[src/rtl/bridge_req_sched.sv]
// rtl/bridge_req_sched.sv - single-outstanding request scheduler between bridge_rx, core chain and bridge_tx
//
// Accepts one host request at a time, issues it to the chain head as a
// one-cycle pulse, waits for the chain tail response, and returns read data
// to bridge_tx under a valid/ready handshake. A transaction that sees no
// response within TIMEOUT wait cycles is aborted so the host link cannot hang.
//
// Ports:
//   clk, rst                       clock, asynchronous active-low reset
//   req_addr_i/req_data_i/req_rw_i request from bridge_rx (rw: 1 = write)
//   req_valid_i / req_ready_o      request handshake
//   addr_o/wdata_o/rw_o            latched request to chain head
//   valid_o                        one-cycle issue pulse to chain head
//   rdata_i / valid_i              response from chain tail
//   res_data_o/res_valid_o         read response to bridge_tx
//   res_ready_i                    bridge_tx ready
//   busy_o                         transaction in progress
//   timeout_o                      one-cycle abort pulse
module bridge_req_sched #(
   parameter int ADDR_WIDTH = 16,
   parameter int DATA_WIDTH = 16,
   parameter int TIMEOUT    = 1024
) (
   input  logic                  clk,
   input  logic                  rst,
   input  logic [ADDR_WIDTH-1:0] req_addr_i,
   input  logic [DATA_WIDTH-1:0] req_data_i,
   input  logic                  req_rw_i,
   input  logic                  req_valid_i,
   output logic                  req_ready_o,
   output logic [ADDR_WIDTH-1:0] addr_o,
   output logic [DATA_WIDTH-1:0] wdata_o,
   output logic                  rw_o,
   output logic                  valid_o,
   input  logic [DATA_WIDTH-1:0] rdata_i,
   input  logic                  valid_i,
   output logic [DATA_WIDTH-1:0] res_data_o,
   output logic                  res_valid_o,
   input  logic                  res_ready_i,
   output logic                  busy_o,
   output logic                  timeout_o
);

   localparam int CNT_W = $clog2(TIMEOUT);
   localparam logic [CNT_W-1:0] CNT_LAST = CNT_W'(TIMEOUT - 1);

   typedef enum logic [1:0] {
      S_IDLE  = 2'd0,
      S_ISSUE = 2'd1,
      S_WAIT  = 2'd2,
      S_RESP  = 2'd3
   } state_t;

   state_t                state_q, state_d;
   logic [CNT_W-1:0]      cnt_q, cnt_d;
   logic [ADDR_WIDTH-1:0] addr_q, addr_d;
   logic [DATA_WIDTH-1:0] wdata_q, wdata_d;
   logic                  rw_q, rw_d;
   logic                  valid_q, valid_d;
   logic [DATA_WIDTH-1:0] res_data_q, res_data_d;
   logic                  res_valid_q, res_valid_d;
   logic                  req_ready_q, req_ready_d;
   logic                  timeout_q, timeout_d;

   always_ff @(posedge clk or negedge rst) begin
      if (!rst) begin
         state_q     <= S_IDLE;
         cnt_q       <= '0;
         addr_q      <= '0;
         wdata_q     <= '0;
         rw_q        <= 1'b0;
         valid_q     <= 1'b0;
         res_data_q  <= '0;
         res_valid_q <= 1'b0;
         req_ready_q <= 1'b0;
         timeout_q   <= 1'b0;
      end else begin
         state_q     <= state_d;
         cnt_q       <= cnt_d;
         addr_q      <= addr_d;
         wdata_q     <= wdata_d;
         rw_q        <= rw_d;
         valid_q     <= valid_d;
         res_data_q  <= res_data_d;
         res_valid_q <= res_valid_d;
         req_ready_q <= req_ready_d;
         timeout_q   <= timeout_d;
      end
   end

   always_comb begin
      state_d    = state_q;
      cnt_d      = cnt_q;
      addr_d     = addr_q;
      wdata_d    = wdata_q;
      rw_d       = rw_q;
      valid_d    = 1'b0;
      res_data_d = res_data_q;
      timeout_d  = 1'b0;

      case (state_q)
         S_IDLE: begin
            // Accept qualifies on the registered ready, so nothing is taken
            // in the first cycle after reset release.
            if (req_valid_i && req_ready_q) begin
               addr_d  = req_addr_i;
               wdata_d = req_data_i;
               rw_d    = req_rw_i;
               valid_d = 1'b1;
               state_d = S_ISSUE;
            end
         end
         S_ISSUE: begin
            cnt_d   = '0;
            state_d = S_WAIT;
         end
         S_WAIT: begin
            // A response in the expiry cycle takes priority over the abort.
            if (valid_i) begin
               if (!rw_q) begin
                  res_data_d = rdata_i;
                  state_d    = S_RESP;
               end else begin
                  state_d = S_IDLE;
               end
            end else if (cnt_q == CNT_LAST) begin
               timeout_d = 1'b1;
               if (!rw_q) begin
                  res_data_d = '0;
                  state_d    = S_RESP;
               end else begin
                  state_d = S_IDLE;
               end
            end else begin
               cnt_d = cnt_q + CNT_W'(1);
            end
         end
         S_RESP: begin
            if (res_ready_i) begin
               state_d = S_IDLE;
            end
         end
         default: state_d = S_IDLE;
      endcase
   end

   // Handshake outputs are registered copies of the next state.
   assign req_ready_d = (state_d == S_IDLE);
   assign res_valid_d = (state_d == S_RESP);

   assign req_ready_o = req_ready_q;
   assign addr_o      = addr_q;
   assign wdata_o     = wdata_q;
   assign rw_o        = rw_q;
   assign valid_o     = valid_q;
   assign res_data_o  = res_data_q;
   assign res_valid_o = res_valid_q;
   assign timeout_o   = timeout_q;
   assign busy_o      = (state_q != S_IDLE);

endmodule

[config.mk]
export PLATFORM = sky130hd
export DESIGN_NAME = bridge_req_sched
export DESIGN_NICKNAME = d
export VERILOG_FILES = /design/src/rtl/bridge_req_sched.sv
export SDC_FILE = /design/constraint.sdc
export NUM_CORES = 1
export LEC_CHECK = 0
export BUFFER_PORTS_ARGS = -buffer_cell sky130_fd_sc_hd__buf_2
export CAP_MARGIN = 10
export CORE_UTILIZATION = 50
export CTS_BUF_LIST = sky130_fd_sc_hd__clkbuf_16
export DETAILED_ROUTE_END_ITERATION = 6
export GPL_ROUTABILITY_DRIVEN = 0
export PLACE_DENSITY_LB_ADDON = 0.2
export SKIP_CTS_REPAIR_TIMING = 1
export SLEW_MARGIN = 20
export SYNTH_ARGS = -nofsm -noshare
export SYNTH_HDL_FRONTEND = slang
export SYNTH_SLANG_ARGS = --single-unit
export TNS_END_PERCENT = 100
[constraint.sdc]
create_clock -name clk -period 2.2 [get_ports clk]
set_input_delay 0.33 -clock clk [delete_from_list [all_inputs] [get_ports clk]]
set_output_delay 0.33 -clock clk [all_outputs]
set_load 0.005 [all_outputs]
==> key figures, run 1 <==
Outcome
  – Outcome: completed

Pwr
  – Peak supply drop: 0.6071 mV
  – Leakage: 0.001859 µW
  – Power per cell area: 1353 mW/mm²

Floorplan
  – Initial core utilization: 0.5264
  – Die W: 75.79 µm
  – IO Count: 108
  – Die area: 0.005744 mm²
  – Core area: 0.005172 mm²
  – Die height: 75.79 µm
  – FP Rows: 26

Detailed routing
  – Detailed-route via count: 1941
  – Pre-antenna DRT Iters: 4
  – Detailed Route WL: 5.871 mm
  – DRT antenna net count: 0
  – Via-to-Cell Ratio: 5.190
  – Avg WL per Cell: 15.70 µm
  – Residual DRC: 0
  – Starting DRC count in detailed routing: 108

Worst setup path
  – Worst stage delay on the critical path: 470 ps
  – Worst Path Required: 2380 ps
  – Most common cell on crit path: o211ai_1
  – Slowest cell on crit path: dfrtp_1
  – Worst EP arrival: 1800 ps
  – Cell depth of the worst setup path: 4
  – CP bufs+invs: 0
  – CP startpoint kind: register
  – Crit path max fanout: 8
  – Critical path cell sequence: nor3b_4, o211ai_1, o211ai_1, o31ai_1
  – CP Class: reg2reg
  – Largest delay share family, worst path: compound AO/OA/AOI/OAI gates
  – Nature of the critical path endpoint: register
  – Worst reg-to-reg path cell count: 4

Logic synthesis
  – Share of the synthesized area in the top cell type: 0.5974
  – Library cells used by synthesis: 40
  – Top_reg_cell synth: dfrtp_1
  – Sequential area share after synthesis: 0.5974
  – Synthesized flop and latch total: 65
  – Synth Area per Inst: 14.72 µm²
  – Post-synth top area cell: dfrtp_1
  – Syn Nets: 240
  – Post-synthesis async set-or-reset flop share: 1.000
  – Post-Syn Instances: 185
  – Synth area leaders: dfrtp_1 (60%), mux2_4 (15%), a22o_1 (5.1%)
  – Yosys warns: 0
  – EDFF count, synth: 0
  – Netlist Area Pre-Place: 0.002723 mm²

STA
  – Setup TNS: 0 ps
  – Final hold violations: 0
  – Max-slew violations: 0
  – Worst-Margin Slew: 568.8 ps
  – Finish-stage setup viols: 0
  – Setup Skew: 6.706 ps
  – Worst slew margin: 0.6208
  – Final hold slack: 18.11 ps
  – RSZ-0062 raised after global routing: false
  – Part of the cycle the worst path needs: 0.7362
  – Crit path time final: 1620 ps
  – Fmax: 617.4 MHz
  – Worst Slack Setup Final: 580.3 ps

Placement
  – Pre-CTS WS: 590.8 ps
  – Port Buffers: 107
  – Area after DPL: 0.003324 mm²
  – Detailed placement HPWL: 4.064 mm

Final layout
  – Multi-input gate area: 0.001010 mm²
  – Share of cells above drive strength 1: 0.5164
  – Reg area: 0.001627 mm²
  – Area Overhead vs Synth: 32.26%
  – # diodes: 0
  – Design Area, Final: 0.003601 mm²
  – Fillcell total: 374
  – Nets: 355

Clock network
  – CTS tree: done
  – Clk_lat worst skew: 320 ps
  – CTS Root Cell: clkbuf_16
  – Max Buffers Root-to-Sink: 2
  – Htree depth: 3
  – Clk sinks: 65
  – CTS Buf Count: 9
  – Clock transition at path regs: 50 ps

Global routing
  – Largest net degree at the start of global routing: 66
  – First-pass GRT wire length: 8.928 mm
  – Gr ovfl total: 0
  – Vias in the first global route: 1885
  – Initial antenna violation count: 0
  – Tot GR Track Use: 0.2143

Run
  – Max cap viols: 0

Min path
  – Min-delay worst type: in2async
synthesized netlist by cell type, types with 3 or more instances:
master    count
a22o_1       16
and3_1        3
buf_6         5
dfrtp_1      65
inv_1         4
mux2_1        6
mux2_4       27
nand2_1      10
nand3_1       5
nor2_1        6
o211ai_1      4
o21ai_0       3
worst paths after layout:
path | startpoint | end | slack, ps
worst max-delay path | state_q[0] | cnt_q[6] | 580
worst min-delay path | rst | wdata_o[1] | 20
worst max register to register | state_q[0] | cnt_q[6] | 580
worst min register to register | cnt_q[9] | cnt_q[9] | 480
max in group asynchronous | rst | wdata_o[14] | 1900
min in group clk | res_ready_i | res_valid_o | 220
where the power goes:
group	leakage [µW]	internal, µW	switching (µW)
clock network	0.000141	853	463
registers	0.000818	1700	307
logic	0.000899	930	617
total	0.00186	3480	1390
routing by layer:
| metal | routed length, µm | up-vias | track usage |
|---|---|---|---|
| met5 | 0 | - | 0 |
| met4 | 73 | 0 | 0.1029 |
| met3 | 323 | 8 | 0.05556 |
| met2 | 2936 | 60 | 0.3402 |
| met1 | 2537 | 958 | 0.2750 |
| li1 | - | 915 | - |
sequential cells by signal (all words and copies together), names as in the netlist:
register and cells:
rw_o 1, res_valid_o 1, res_data_o 16, valid_o 1, cnt_q 10, wdata_o 16
addr_o 16, req_ready_o 1, timeout_o 1, state_q 2
cells in the final DEF (no fill, tap or decap), types with 2 or more instances in the layout:
master	instances
buf_4	4
and3_1	2
and2_1	2
dfrtp_1	65
nand3_1	5
buf_2	107
a22o_1	16
nand2_1	10
o41ai_1	2
nor2_1	6
clkinv_2	2
mux2_1	6
o211ai_1	4
mux2_4	27
clkinv_1	2
clkbuf_16	9
o21ai_0	3
nor2b_1	2
inv_1	5
worst reg2reg max path, delay by kind of cell (launching register included):
family / cells / cell delay (ps)
AOI/OAI and AO/OA: 3 / 620
DFF: 1 / 470
and+or+nand+nor: 1 / 400
area by class of cell:
cell class	count	area share
Multi-Input combinational cell	108	0.2804
Clock inverter	6	0.01425
Clock buffer	9	0.06254
Sequential cell	65	0.4517
Tap cell	70	0.02432
Inverter	4	0.004170
Timing Repair Buffer	112	0.1626
cell families (layout without fill, tap and decap cells):
| group | count (synthesis) | in the layout | share of synthesized area |
|---|---|---|---|
| muxes | 34 | 34 | 0.1774 |
| xor gates and xnor gates | 1 | 1 | 0.003217 |
| DFF | 65 | 65 | 0.5974 |
| buffers and inverters | 12 | 131 | 0.03216 |
| AOI/OAI and AO/OA | 34 | 34 | 0.1020 |
| and+or+nand+nor | 38 | 38 | 0.08318 |
| adders and majority gates | 1 | 1 | 0.004595 |
stage by stage:
stage,total power (µW),cells,utilization
after detailed placement,3568,359,0.6427
final,4871,374,0.6962
after floorplan,2885,185,-
after global routing,5190,374,0.6962
after CTS,4917,374,0.6962
after global placement,3510,359,0.6427
(Power assumes the default switching activity.)
==> run 2: changes to the inputs <==
ABC_AREA = 1   (was not set)
CORE_UTILIZATION = 44   (was 50)
clock period = 1.42 ns   (was 2.2 ns; I/O delays follow)
==> key figures, run 2 <==
Outcome
  – Outcome: completed (unchanged)

Worst setup path
  – Critical path cell sequence: ha_4, nand2_4, nor2_4, nand2_2, nor2_4, o21ai_4, buf_12, nand2_1, nand2_1 (was nor3b_4, o211ai_1, o211ai_1, o31ai_1)
  – Slowest cell on crit path: dfrtp_1 (unchanged)
  – R2r startpoint: cnt_q[1] (was state_q[0])
  – Nature of the critical path endpoint: register (unchanged)
  – Worst Path Required: 1620 ps (was 2380 ps)
  – Crit path max fanout: 13 (was 8)
  – Worst reg-to-reg path cell count: 9 (was 4)
  – Critical R2R Capture: res_data_o[2] (was cnt_q[6])
  – CP startpoint kind: register (unchanged)
  – Worst stage delay on the critical path: 390 ps (was 470 ps)
  – Worst EP arrival: 1620 ps (was 1800 ps)
  – Flop-to-flop setup slack: 9 ps (was 580 ps)
  – CP Class: reg2reg (unchanged)

Min path
  – Min-delay worst type: in2reg (was in2async)
  – Hold Path Cell Cnt: 3
  – Hold Path End: addr_o[2]
  – Hold path start: req_addr_i[2]

Logic synthesis
  – Most frequent cell after synthesis: nand2_1 (was dfrtp_1)
  – Netlist Area Pre-Place: 0.002814 mm² (was 0.002723 mm²)
  – EDFF count, synth: 0 (unchanged)
  – Synthesized flop and latch total: 65 (unchanged)
  – Syn Nets: 376 (was 240)
  – Top_reg_cell synth: dfrtp_1 (unchanged)
  – Library cells used by synthesis: 30 (was 40)
  – Commonest cells post-synth: nand2_1 (159), dfrtp_1 (65), nand3_1 (28) (was dfrtp_1 (65), mux2_4 (27), a22o_1 (16))
  – Post-Syn Instances: 321 (was 185)
  – Share of the synthesized area in the top cell type: 0.5780 (was 0.5974)
  – Post-synthesis async set-or-reset flop share: 1.000 (unchanged)
  – Synth Area per Inst: 8.766 µm² (was 14.72 µm²)
  – Sequential area share after synthesis: 0.5780 (was 0.5974)
  – Synth area leaders: dfrtp_1 (58%), nand2_1 (21%), nand3_1 (5.0%) (was dfrtp_1 (60%), mux2_4 (15%), a22o_1 (5.1%))
  – Post-synth top area cell: dfrtp_1 (unchanged)
  – Yosys warns: 0 (unchanged)

Global routing
  – Largest net degree at the start of global routing: 66 (unchanged)
  – Gr ovfl total: 0 (unchanged)
  – Initial antenna violation count: 0 (unchanged)
  – Tot GR Track Use: 0.2053 (was 0.2143)
  – First-pass GRT wire length: 10.18 mm (was 8.928 mm)
  – Vias in the first global route: 2266 (was 1885)

Detailed routing
  – DRT antenna net count: 0 (unchanged)
  – Pre-antenna DRT Iters: 4 (unchanged)
  – Via-to-Cell Ratio: 4.714 (was 5.190)
  – Starting DRC count in detailed routing: 141 (was 108)
  – Detailed-route via count: 2470 (was 1941)
  – Detailed Route WL: 6.290 mm (was 5.871 mm)
  – Residual DRC: 0 (unchanged)
  – Avg WL per Cell: 12.00 µm (was 15.70 µm)

Placement
  – Port Buffers: 107 (unchanged)
  – Pre-CTS WS: 5.068 ps (was 590.8 ps)
  – Detailed placement HPWL: 4.477 mm (was 4.064 mm)

Final layout
  – Area Overhead vs Synth: 38.42% (was 32.26%)
  – Highest-count cells in the layout ignoring fill and taps: nand2_1 (153), buf_2 (107), dfrtp_1 (65) (was buf_2 (107), dfrtp_1 (65), mux2_4 (27))
  – Fin util: 0.6427 (was 0.6962)
  – Nets: 501 (was 355)
  – # diodes: 0 (unchanged)
  – Share of cells above drive strength 1: 0.3742 (was 0.5164)
  – Commonest non-fill, non-tap cell in the layout: nand2_1 (was buf_2)
  – Fillcell total: 519 (was 374)

Floorplan
  – Core area: 0.006061 mm² (was 0.005172 mm²)
  – IO Count: 108 (unchanged)
  – FP Rows: 28 (was 26)
  – Die area: 0.006719 mm² (was 0.005744 mm²)
  – Die W: 81.97 µm (was 75.79 µm)
  – Die height: 81.97 µm (was 75.79 µm)
  – Initial core utilization: 0.4643 (was 0.5264)

STA
  – Final hold violations: 0 (unchanged)
  – Worst-Margin Slew: 347.5 ps (was 568.8 ps)
  – Setup TNS: 0 ps (unchanged)
  – RSZ-0062 raised after global routing: true (was false)
  – Part of the cycle the worst path needs: 0.9940 (was 0.7362)
  – Max-slew violations: 0 (unchanged)
  – Final hold slack: 79.98 ps (was 18.11 ps)
  – Crit path time final: 1411 ps (was 1620 ps)
  – Worst slew margin: 0.7683 (was 0.6208)
  – Finish-stage setup viols: 0 (unchanged)
  – Worst Slack Setup Final: 8.588 ps (was 580.3 ps)
  – Fmax: 708.5 MHz (was 617.4 MHz)
  – Setup Skew: 5.410 ps (was 6.706 ps)

Clock network
  – Clock transition at path regs: 50 ps (about the same)
  – Htree depth: 3 (unchanged)
  – CTS tree: done (unchanged)
  – CTS Buf Count: 9 (unchanged)
  – Clk_lat worst skew: 320 ps (about the same)
  – Max Buffers Root-to-Sink: 2 (unchanged)
  – Clk sinks: 65 (unchanged)
  – CTS Root Cell: clkbuf_16 (unchanged)

Pwr
  – Seq pwr share: 0.394 (was 0.412)
  – Comb pwr share: 0.341 (was 0.318)
  – NetSw: 2630 µW (was 1387 µW)
  – Leakage: 0.002192 µW (was 0.001859 µW)
  – Power per cell area: 1989 mW/mm² (was 1353 mW/mm²)
  – Peak supply drop: 1.191 mV (was 0.6071 mV)
  – Switching share of power: 0.3395 (was 0.2846)
  – Internal cell power: 5117 µW (was 3485 µW)
  – Clock Power Share: 0.264 (was 0.270)
  – Overall Power: 7746 µW (was 4871 µW)

Run
  – Max cap viols: 0 (unchanged)
==> run 2: layout make-up <==
cell class | instances | area, µm² | area share
multi-input cells | 229 | 1111 | 0.2853
clock buffers | 9 | 225.2 | 0.05782
flip-flops and latches | 65 | 1627 | 0.4176
well taps | 75 | 93.84 | 0.02409
repair buffers | 125 | 714.4 | 0.1834
inverters | 16 | 75.07 | 0.01927
clock inverters | 5 | 48.80 | 0.01253
==> run 2: per-layer routing <==
layer  wire, µm  global-route usage
met1       2894              0.2695
met2       2876              0.3116
met3        418             0.05778
met4        101              0.1000
met5          0                   0
==> run 2: power groups by stage <==
stage / registers, µW / logic (µW) / clock network [µW]
final: 3060 / 2640 / 2050
after global routing: 3150 / 3030 / 2170
after CTS: 3020 / 2580 / 2100
after detailed placement: 3010 / 2590 / 0
after global placement: 3000 / 2510 / 0
after floorplan: 3090 / 1340 / 0
==> run 2: cells by family (layout without fill, tap and decap cells) <==
| kind of cell | count (synthesis) | after routing | share of synthesized area |
|---|---|---|---|
| XOR/XNOR | 1 | 1 | 0.003113 |
| AO/OA/AOI/OAI | 11 | 11 | 0.03068 |
| adder cells (fa/ha/maj) | 1 | 1 | 0.004446 |
| buffers and inverters | 27 | 155 | 0.05069 |
| AND/OR/NAND/NOR | 216 | 216 | 0.3330 |
| flip-flops | 65 | 65 | 0.5780 |
==> run 2: worst max-delay path by stage <==
stage	from	cells past startpoint	to
2_1_floorplan	cnt_q[0]	10	cnt_q[2]
6_report	cnt_q[1]	9	res_data_o[2]
4_1_cts	cnt_q[0]	9	res_data_o[2]
3_5_place_dp	cnt_q[0]	8	cnt_q[7]
3_3_place_gp	cnt_q[0]	8	cnt_q[7]
5_1_grt	cnt_q[1]	9	res_data_o[2]
==> run 2: worst max-delay path: cells and delay by family, from the launching register on <==
kind / cells / cell delay [ps]
buf+inv: 1 / 150
simple gates: 6 / 490
fa+ha+maj: 1 / 180
compound gates: 1 / 80
flops: 1 / 390
==> run 2: metrics by stage <==
stage	std cells	instance area [µm²]
after floorplan	321	2829
after global placement	508	3538
after detailed placement	508	3538
after CTS	522	3812
after global routing	524	3895
final	524	3895
